File: config.mk
export PLATFORM = sky130hd
export DESIGN_NAME = exec_datapath
export DESIGN_NICKNAME = d
export VERILOG_FILES = /design/src/rtl/exec_pkg.sv /design/src/rtl/iter_muldiv.sv /design/src/rtl/exec_datapath.sv
export SDC_FILE = /design/constraint.sdc
export NUM_CORES = 1
export LEC_CHECK = 0
export BUFFER_PORTS_ARGS = -buffer_cell sky130_fd_sc_hd__buf_2
export CAP_MARGIN = 20
export CORE_ASPECT_RATIO = 0.9
export CORE_MARGIN = 4
export CORE_UTILIZATION = 55
export DETAILED_ROUTE_END_ITERATION = 8
export GPL_TIMING_DRIVEN = 1
export PLACE_DENSITY_LB_ADDON = 0.25
export SYNTH_ARGS = -nofsm -noshare
export SYNTH_HDL_FRONTEND = slang
export SYNTH_SLANG_ARGS = --single-unit
File: constraint.sdc
create_clock -name iClk -period 8.9 [get_ports iClk]
set_clock_uncertainty 0.2 [all_clocks]
set_input_delay 0.445 -clock iClk [delete_from_list [all_inputs] [get_ports iClk]]
set_output_delay 0.445 -clock iClk [all_outputs]
set_load 0.02 [all_outputs]
File: src/rtl/exec_pkg.sv
// exec_datapath shared definitions
// opcodes, mux Y codes, FSM states
package exec_pkg;

  localparam logic [3:0] OP_ADD   = 4'b0000;
  localparam logic [3:0] OP_SUB   = 4'b0001;
  localparam logic [3:0] OP_OR    = 4'b0010;
  localparam logic [3:0] OP_AND   = 4'b0011;
  localparam logic [3:0] OP_DIV   = 4'b0100;
  localparam logic [3:0] OP_MUL   = 4'b0101;
  localparam logic [3:0] OP_PASSB = 4'b0110;

  localparam logic [1:0] YS_LO  = 2'b00;
  localparam logic [1:0] YS_HI  = 2'b01;
  localparam logic [1:0] YS_MEM = 2'b10;
  localparam logic [1:0] YS_RET = 2'b11;

  localparam logic [2:0] ST_IDLE = 3'd0;
  localparam logic [2:0] ST_EXEC = 3'd1;
  localparam logic [2:0] ST_ITER = 3'd2;
  localparam logic [2:0] ST_WB   = 3'd3;
  localparam logic [2:0] ST_DONE = 3'd4;

  // one radix-2 step per operand bit
  function automatic int iter_cycles(input int w);
    return w;
  endfunction

endpackage

File: src/rtl/iter_muldiv.sv
// Iterative signed multiply / restoring divide
// Magnitude loop with sign fix-up on the last step
module iter_muldiv
  import exec_pkg::*;
#(
  parameter int WIDTH = 32,
  parameter int CW    = $clog2(WIDTH) + 1
) (
  input  logic             iClk,
  input  logic             nRst,
  input  logic             iStart,
  input  logic             iDiv,
  input  logic [WIDTH-1:0] iA,
  input  logic [WIDTH-1:0] iB,
  output logic             oDone,
  output logic [WIDTH-1:0] oHi,
  output logic [WIDTH-1:0] oLo,
  output logic             oDivZero
);

  logic             r_busy;
  logic             r_div;
  logic             r_sa;
  logic             r_sb;
  logic             r_dz;
  logic [CW-1:0]    r_cnt;
  logic [WIDTH-1:0] r_acc;
  logic [WIDTH-1:0] r_mq;
  logic [WIDTH-1:0] r_md;

  logic [WIDTH-1:0]   w_ma;
  logic [WIDTH-1:0]   w_mb;
  logic [WIDTH:0]     w_sum;
  logic [WIDTH:0]     w_t;
  logic [WIDTH:0]     w_diff;
  logic [WIDTH-1:0]   w_acc_n;
  logic [WIDTH-1:0]   w_mq_n;
  logic [2*WIDTH-1:0] w_prod;

  assign w_ma = iA[WIDTH-1] ? -iA : iA;
  assign w_mb = iB[WIDTH-1] ? -iB : iB;

  // load magnitudes on start, then one step per cycle
  always_ff @(posedge iClk or negedge nRst) begin
    if (!nRst) begin
      r_busy <= 1'b0;
      r_div  <= 1'b0;
      r_sa   <= 1'b0;
      r_sb   <= 1'b0;
      r_dz   <= 1'b0;
      r_cnt  <= '0;
      r_acc  <= '0;
      r_mq   <= '0;
      r_md   <= '0;
    end else if (iStart) begin
      r_busy <= 1'b1;
      r_div  <= iDiv;
      r_sa   <= iA[WIDTH-1];
      r_sb   <= iB[WIDTH-1];
      r_dz   <= iDiv && (iB == '0);
      r_cnt  <= CW'(iter_cycles(WIDTH) - 1);
      r_acc  <= '0;
      r_mq   <= w_ma;
      r_md   <= w_mb;
    end else if (r_busy) begin
      if (oDone) begin
        r_busy <= 1'b0;
      end else begin
        r_acc <= w_acc_n;
        r_mq  <= w_mq_n;
        r_cnt <= r_cnt - 1'b1;
      end
    end
  end

  // one shift-add or restoring-subtract step
  always_comb begin
    w_sum  = {1'b0, r_acc} + {1'b0, r_md};
    w_t    = {r_acc, r_mq[WIDTH-1]};
    w_diff = w_t - {1'b0, r_md};
    if (r_div) begin
      if (!w_diff[WIDTH]) begin
        w_acc_n = w_diff[WIDTH-1:0];
        w_mq_n  = {r_mq[WIDTH-2:0], 1'b1};
      end else begin
        w_acc_n = w_t[WIDTH-1:0];
        w_mq_n  = {r_mq[WIDTH-2:0], 1'b0};
      end
    end else if (r_mq[0]) begin
      {w_acc_n, w_mq_n} = {w_sum, r_mq[WIDTH-1:1]};
    end else begin
      {w_acc_n, w_mq_n} = {1'b0, r_acc, r_mq[WIDTH-1:1]};
    end
  end

  assign w_prod = {w_acc_n, w_mq_n};

  // sign fix-up of the final step
  always_comb begin
    if (r_dz) begin
      oLo = '1;
      oHi = r_sa ? -r_mq : r_mq;
    end else if (r_div) begin
      oLo = (r_sa ^ r_sb) ? -w_mq_n : w_mq_n;
      oHi = r_sa ? -w_acc_n : w_acc_n;
    end else begin
      {oHi, oLo} = (r_sa ^ r_sb) ? -w_prod : w_prod;
    end
  end

  assign oDone    = r_busy && (r_dz || (r_cnt == '0));
  assign oDivZero = r_dz;

endmodule

File: src/rtl/exec_datapath.sv
// Operand / ALU / result datapath
// RA/RB/RM latch, ALU, mul/div, RZ and RY
module exec_datapath
  import exec_pkg::*;
#(
  parameter int WIDTH = 32,
  parameter int OPW   = 4,
  parameter int CW    = $clog2(WIDTH) + 1
) (
  input  logic             iClk,
  input  logic             nRst,
  input  logic             iValid,
  output logic             oReady,
  input  logic [OPW-1:0]   iOp,
  input  logic [WIDTH-1:0] iA,
  input  logic [WIDTH-1:0] iB,
  input  logic [WIDTH-1:0] iImm,
  input  logic             iBSel,
  input  logic [1:0]       iYSel,
  input  logic [WIDTH-1:0] iMemData,
  input  logic [WIDTH-1:0] iRetAddr,
  output logic             oValid,
  input  logic             iReady,
  output logic [WIDTH-1:0] oY,
  output logic [WIDTH-1:0] oStoreData,
  output logic             oZ,
  output logic             oN,
  output logic             oDivZero
);

  localparam logic [OPW-1:0] L_ADD = OPW'(OP_ADD);
  localparam logic [OPW-1:0] L_SUB = OPW'(OP_SUB);
  localparam logic [OPW-1:0] L_OR  = OPW'(OP_OR);
  localparam logic [OPW-1:0] L_AND = OPW'(OP_AND);
  localparam logic [OPW-1:0] L_DIV = OPW'(OP_DIV);
  localparam logic [OPW-1:0] L_MUL = OPW'(OP_MUL);

  logic [2:0]       r_state;
  logic [WIDTH-1:0] r_a;
  logic [WIDTH-1:0] r_b;
  logic [WIDTH-1:0] r_m;
  logic [WIDTH-1:0] r_hi;
  logic [WIDTH-1:0] r_lo;
  logic [WIDTH-1:0] r_y;
  logic [OPW-1:0]   r_op;
  logic [1:0]       r_ysel;
  logic             r_z;
  logic             r_n;
  logic             r_divzero;

  logic             w_acc;
  logic             w_long;
  logic [WIDTH-1:0] w_b;
  logic [WIDTH-1:0] w_alu;
  logic [WIDTH-1:0] w_y;
  logic             w_done;
  logic [WIDTH-1:0] w_hi;
  logic [WIDTH-1:0] w_lo;
  logic             w_dz;

  assign oReady = (r_state == ST_IDLE);
  assign oValid = (r_state == ST_DONE);
  assign w_acc  = iValid && oReady;
  assign w_long = (iOp == L_MUL) || (iOp == L_DIV);
  assign w_b    = iBSel ? iImm : iB;

  iter_muldiv #(
    .WIDTH(WIDTH),
    .CW   (CW)
  ) u_iter (
    .iClk    (iClk),
    .nRst    (nRst),
    .iStart  (w_acc && w_long),
    .iDiv    (iOp == L_DIV),
    .iA      (iA),
    .iB      (w_b),
    .oDone   (w_done),
    .oHi     (w_hi),
    .oLo     (w_lo),
    .oDivZero(w_dz)
  );

  // operation sequencing
  always_ff @(posedge iClk or negedge nRst) begin
    if (!nRst) begin
      r_state <= ST_IDLE;
    end else begin
      case (r_state)
        ST_IDLE: if (w_acc) r_state <= w_long ? ST_ITER : ST_EXEC;
        ST_EXEC: r_state <= ST_WB;
        ST_ITER: if (w_done) r_state <= ST_WB;
        ST_WB:   r_state <= ST_DONE;
        ST_DONE: if (iReady) r_state <= ST_IDLE;
        default: r_state <= ST_IDLE;
      endcase
    end
  end

  // operand latch, RZ load, RY and flag update
  always_ff @(posedge iClk or negedge nRst) begin
    if (!nRst) begin
      r_a       <= '0;
      r_b       <= '0;
      r_m       <= '0;
      r_hi      <= '0;
      r_lo      <= '0;
      r_y       <= '0;
      r_op      <= '0;
      r_ysel    <= '0;
      r_z       <= 1'b1;
      r_n       <= 1'b0;
      r_divzero <= 1'b0;
    end else begin
      if (w_acc) begin
        r_a    <= iA;
        r_b    <= w_b;
        r_m    <= iB;
        r_op   <= iOp;
        r_ysel <= iYSel;
      end
      if (r_state == ST_EXEC) begin
        r_lo <= w_alu;
        r_hi <= '0;
      end
      if ((r_state == ST_ITER) && w_done) begin
        r_lo <= w_lo;
        r_hi <= w_hi;
        if (r_op == L_DIV) r_divzero <= w_dz;
      end
      if (r_state == ST_WB) begin
        r_y <= w_y;
        r_z <= (r_lo == '0);
        r_n <= r_lo[WIDTH-1];
      end
    end
  end

  // single-cycle ALU; unknown codes pass B
  always_comb begin
    case (r_op)
      L_ADD:   w_alu = r_a + r_b;
      L_SUB:   w_alu = r_a - r_b;
      L_OR:    w_alu = r_a | r_b;
      L_AND:   w_alu = r_a & r_b;
      default: w_alu = r_b;
    endcase
  end

  // mux Y
  always_comb begin
    case (r_ysel)
      YS_LO:   w_y = r_lo;
      YS_HI:   w_y = r_hi;
      YS_MEM:  w_y = iMemData;
      default: w_y = iRetAddr;
    endcase
  end

  assign oY         = r_y;
  assign oStoreData = r_m;
  assign oZ         = r_z;
  assign oN         = r_n;
  assign oDivZero   = r_divzero;

endmodule

# --- After elaboration in Yosys (flattened, before gate mapping) ---
# Cells that the tools add are included.
totals:
  reg_bits: 311
op_classes:
  n_reduce_logical: 18
  eq_ne: 16
  n_bitwise: 3
  mux: 40
  n_addsub: 11
op_table:
  columns: ["cell", "count"]
  rows:
  - ["$mux 32", 25]
  - ["$neg 32->32", 5]
  - ["$pmux 32 s4", 1]
  - ["$pmux 32 s3", 1]
  - ["$logic_not 32->1", 2]
  - ["$mux 64", 1]
  - ["$neg 64->64", 1]
  - ["$add 32x32->33", 1]
  - ["$sub 33x32->33", 1]
  - ["$add 32x32->32", 1]
  - ["$and 32x32->32", 1]
  - ["$or 32x32->32", 1]
  - ["$sub 32x32->32", 1]
  - ["$mux 6", 3]
  - ["$pmux 3 s5", 1]
  - ["$eq 4x3->1 const B", 3]
  - ["$mux 3", 3]
  - ["$eq 4x2->1 const B", 2]
  - ["$eq 3x2->1 const B", 2]
  - ["$logic_not 6->1", 1]
  - ["$ne 2x1->1 const B", 3]
  - ["$sub 6x1->6 const B", 1]
  - ["$logic_and 1x1->1", 5]
  - ["$eq 4x1->1 const B", 1]
  - ["15 further kinds", 21]

# --- Logic depth before layout (Yosys ltp) ---
logic_depth:
  depth_word: 8
  ltp_mapped: 23
  ltp_nobuf: 22

# --- Cells and area by module ---
# A second synthesis with hierarchy kept.
hier_totals:
  cells_unflattened: 3206
  hier_area_um2: 26810.7
by_module_without_submodules:
  columns: ["module", "cells_per_inst", "n_inst", "seq_area_each_um2", "area_per_inst_um2"]
  rows:
  - ["iter_muldiv", 2056, 1, 2677.6, 14535.2]
  - ["exec_datapath", 1150, 1, 5106.1, 12275.5]

# --- Worst setup path before layout ---
# No wires, ideal clock.
synth_path:
  path_type: "reg-to-reg"
  startpoint: "register r_op[3]"
  endpoint: "register r_lo[30]"
  synth_period_minus_slack_ns: 4.903
  setup_ns: 0.132
  slack_ns: 3.997
  path_stages_with_launch: 23
  n_path_buf: 3
  t_arrival_ns: 4.570
  path_cell_list: "dfrtp_1 -> or2_2 -> clkbuf_1 -> nor2_1 -> and2_1 -> clkbuf_1 -> buf_1 -> nor2_1 -> xnor2_1 -> ha_1 -> a21o_1 -> a21o_1 -> a21o_1 -> a21o_1 -> a21o_1 -> a21oi_1 -> a21oi_1 -> nor2_1 -> o21ai_0 -> o31ai_1 -> nor3_1 -> o41ai_1 -> nand3_1"
synth_via:
  elab_chain_cells: 4
synth_rtl:
  columns: ["item", "line", "source"]
  rows:
  - ["start: declaration", "exec_datapath.sv:45", "logic [OPW-1:0] r_op;"]
  - ["start signal: assignment", "exec_datapath.sv:118", "r_op <= iOp;"]
  - ["$eq 4x2->1, or another cell as far along", "exec_datapath.sv:140", "case (r_op)"]
  - ["$pmux 32 s4 (*)", "exec_datapath.sv:140", null]
  - ["$mux 32 (*)", "exec_datapath.sv:121", "if (r_state == ST_EXEC) begin"]
  - ["$mux 32 (*)", "exec_datapath.sv:125", "if ((r_state == ST_ITER) && w_done) begin"]
  - ["end signal: assignment", "exec_datapath.sv:122", "r_lo <= w_alu;"]
  - ["end signal: assignment", "exec_datapath.sv:126", "r_lo <= w_lo;"]
  - ["end: declaration", "exec_datapath.sv:43", "logic [WIDTH-1:0] r_lo;"]
# Mark *: on every way between the ends. The rest lies on a longest branch, timed or not. The select of a mux whose other input is x is not followed.
# A chain may end at the register's enable or synchronous reset.

# --- Worst setup path in the final report ---
layout_path:
  startpoint: "register u_iter.r_acc[22]"
  endpoint: "register r_hi[22]"
layout_via:
  elab_chain_cells: 8
layout_rtl:
  columns: ["item", "line", "source"]
  rows:
  - ["start: declaration", "iter_muldiv.sv:27", "logic [WIDTH-1:0] r_acc;"]
  - ["start signal: assignment", "iter_muldiv.sv:69", "r_acc <= w_acc_n;"]
  - ["$sub 33x32->33 or $add 32x32->33 (tied branches)", "iter_muldiv.sv:80, iter_muldiv.sv:78", null]
  - ["$mux 1, or another cell as far along", "iter_muldiv.sv:82", "if (!w_diff[WIDTH]) begin"]
  - ["$mux 32", "iter_muldiv.sv:81", "if (r_div) begin"]
  - ["$neg 64->64 or $neg 32->32 (tied branches)", "iter_muldiv.sv:107, iter_muldiv.sv:105", null]
  - ["$mux 64 or $mux 32 (tied branches)", "iter_muldiv.sv:107, iter_muldiv.sv:105", null]
  - ["$mux 32 (*)", "iter_muldiv.sv:103", "end else if (r_div) begin"]
  - ["$mux 32 (*)", "iter_muldiv.sv:100", "if (r_dz) begin"]
  - ["$mux 32 (*)", "exec_datapath.sv:125", null]
  - ["end signal: assignment", "exec_datapath.sv:127", "r_hi <= w_hi;"]
  - ["end: declaration", "exec_datapath.sv:42", "logic [WIDTH-1:0] r_hi;"]
# Mark *: on every way between the ends. The rest lies on a longest branch, timed or not.

==> impl_metrics.py <==
metrics = {
    "worst_setup_path": {
        "cp-end-kind": "flop",
        "slowest_stage": "a22oi_2",
        "cp_max_fo": 26,
        "worstPathArrival_ps": 6480,
        "path_cells": "ha_1, a21oi_2, o21ai_0, o21ai_1, nand3_1, a22oi_2, nand2_2, a311oi_2, ha_1, or4b_1, nor4_4, o2111ai_1, o41ai_1, xor2_1, o21ai_1, nand2_1",
        "criticalPathCategory": "flop to flop",
        "crit_path_start_kind": "flop",
        "critPathMaxStageDelay_ps": 800,
        "crit_required_ps": 9130,
    },
    "synth": {
        "synth_seq_area_share_pct": 30.2,
        "ys_types": 98,
        "synth-async-reset-ratio_pct": 100,
        "synth_area_leader_cell": "dfrtp_1",
        "syn_inst": 3083,
        "synth_seq_cells": 311,
        "netlist_area_sq_um": 25800,
        "ys.flop_type": "dfrtp_1",
        "synth-edff-count": 0,
        "synthTopCellsByArea": "dfrtp_1 30%, o21ai_0 5.5%, nand2_1 5.2%, ha_1 5.1%, a21oi_1 5.1%",
        "synth.top_cell.area_share_pct": 30.1,
        "syn_nets": 3362,
        "avgSynthCellArea_sq_um": 8.36,
        "yosys_warnings": 0,
    },
    "place": {
        "pre_cts_ws_ps": 2870,
        "placed_cells": 3757,
        "io_buffers": 239,
        "place_congestion": 1.00,
        "dp_hpwl_um": 75900,
    },
    "sta": {
        "hold_viol_final": 0,
        "worst_pin_slew_ps": 1140,
        "period_share_pct": 70.1,
        "setup_slack_ps": 2660,
        "fmax_ghz": 0.160,
        "setup_viol": 0,
        "finalMaxSlewViolations": 0,
        "finalSetupTns_ps": 0,
        "rsz0062_at_grt": "no",
        "slew-limit-headroom_pct": 22.1,
        "fin_crit_ps": 6240,
    },
    "job": {
        "max_cap_violations": 0,
    },
    "cts": {
        "cts_tree": "done",
        "clk_latency_ps": 560,
        "cts_root_buffer": "clkbuf_16",
        "path_clk_slew_ps": 60,
        "clock-sinks": 311,
        "clk_path_buf_depth": 3,
        "numCtsBuffers": 37,
        "ctsHtreeMaxLevel": 2,
    },
    "global_route": {
        "grt_max_degree": 169,
        "grt_pass1_wl_um": 152000,
        "grt_usage_pct": 38.6,
        "gr-total-overflow": 0,
        "grt_pass1_vias": 24700,
        "antenna_found_initial": 6,
    },
    "hold_path": {
        "hold_class": "primary input to flop",
    },
    "layout": {
        "fin_nets": 3512,
        "drive_above_1_share_pct": 16.4,
        "final_common_cell": "nand2_1",
        "layout_common_cells": "353 x nand2_1, 308 x dfrtp_1, 284 x o21ai_0",
        "area_growth_pct": 12.1,
        "stdcell_count": 3867,
        "fill_cells": 3954,
    },
    "drt": {
        "wirelength_um": 102000,
        "drt_pass1_iterations": 8,
        "via_per_inst": 6.80,
        "routedWlPerCell_um": 26.4,
        "postRouteAntennaNets": 0,
        "drtIter0Drc": 3297,
        "via_count": 26300,
        "drc": 0,
    },
    "floorplanning": {
        "design.die.area_sq_um": 50400,
        "fp.dieW_um": 236,
        "die_y_um": 213,
        "io-pin-count": 240,
        "rows": 74,
        "initial_core_util_pct": 56.2,
        "design.core.area_sq_um": 45800,
    },
    "outcome": {
        "outcome": "complete, no violations",
    },
}
[kinds of logic (layout without fill, tap and decap cells)]
logic type / Yosys count / in the layout / synth area share [%]
compound gates: 1006 / 1006 / 24.7
xor+xnor: 239 / 239 / 8.12
fa+ha+maj: 108 / 108 / 5.33
buf+inv: 296 / 470 / 4.49
flops: 311 / 311 / 30.2
mux: 210 / 210 / 10.2
other cells: 0 / 2 / 0
simple gates: 913 / 913 / 16.9
[cell type report]
type | instances | area (sq um) | share of cell area (%)
Inverter | 87 | 327 | 1.13
Tap cell | 608 | 761 | 2.63
Timing Repair Buffer | 320 | 1950 | 6.75
Sequential cell | 311 | 7790 | 27.0
Antenna cell | 2 | 5.00 | 0.0173
Clock inverter | 16 | 171 | 0.593
Multi-Input combinational cell | 2476 | 16900 | 58.4
Clock buffer | 47 | 1020 | 3.54
[metal layers]
layer	track usage, %	vias up	share of wire [%]
li1	-	11600	-
met1	54.4	12800	41
met2	56.7	1615	42
met3	11.0	263	13
met4	15.3	2	4.5
met5	0	-	0.012
[flip-flops by register name, indices dropped and copies added, names as in the netlist]
name and cells:
r_op 4, u_iter.r_busy 1, oStoreData 32, r_ysel 2
oY 32, r_b 32, r_hi 32, oDivZero 1
u_iter.r_acc 32, u_iter.oDivZero 1, u_iter.r_mq 32, oN 1
u_iter.r_sa 1, r_state 3, r_a 32, r_lo 32
u_iter.r_md 32, oZ 1, u_iter.r_div 1, u_iter.r_cnt 6
u_iter.r_sb 1
[worst paths after layout]
kind	startpoint	end	slack [ps]	cells past startpoint
max	u_iter.r_acc[22]	r_hi[22]	2660	16
min	iA[4]	r_a[4]	30	2
max reg2reg	u_iter.r_acc[22]	r_hi[22]	2660	16
min reg2reg	r_hi[5]	r_hi[5]	290	2
max in group asynchronous	nRst	u_iter.r_div	6760	3
min in group asynchronous	nRst	r_a[21]	290	2
[critical path, delay by kind of cell (launching register included)]
kind / cells / cell delay, ps
flip-flops: 1 / 460
AND/OR/NAND/NOR: 5 / 1730
adder cells (fa/ha/maj): 2 / 660
XOR/XNOR: 1 / 130
AO/OA/AOI/OAI: 8 / 2920
[repair_timing]
item / in CTS / in global routing
hold buffers: 44 / 0
buffers inserted: 0 / 0
endpoints found under the hold margin: 123 / 0
gates resized for setup: 0 / 0
[cells in the mapped netlist, drive strengths merged, types with 58 or more instances]
cell    number
o21ai      293
xor2        98
nor3        66
xnor2      141
mux2       109
buf         58
nor2       194
a21oi      265
clkbuf     151
nand2      355
mux2i       69
inv         87
dfrtp      310
ha         105
[through the flow]
stage	hold WS, ps	util [%]	instance area, sq um
6_report	29.5	63.0	28900
5_1_grt	24.1	63.0	28900
4_1_cts	3.95	63.0	28900
3_5_place_dp	269	59.4	27200
3_3_place_gp	269	59.4	27200
2_1_floorplan	-50.6	-	25800
Power is left out: the tool's default activity adds up to more than one toggle a clock period on the data nets, which glitch-free logic cannot reach.
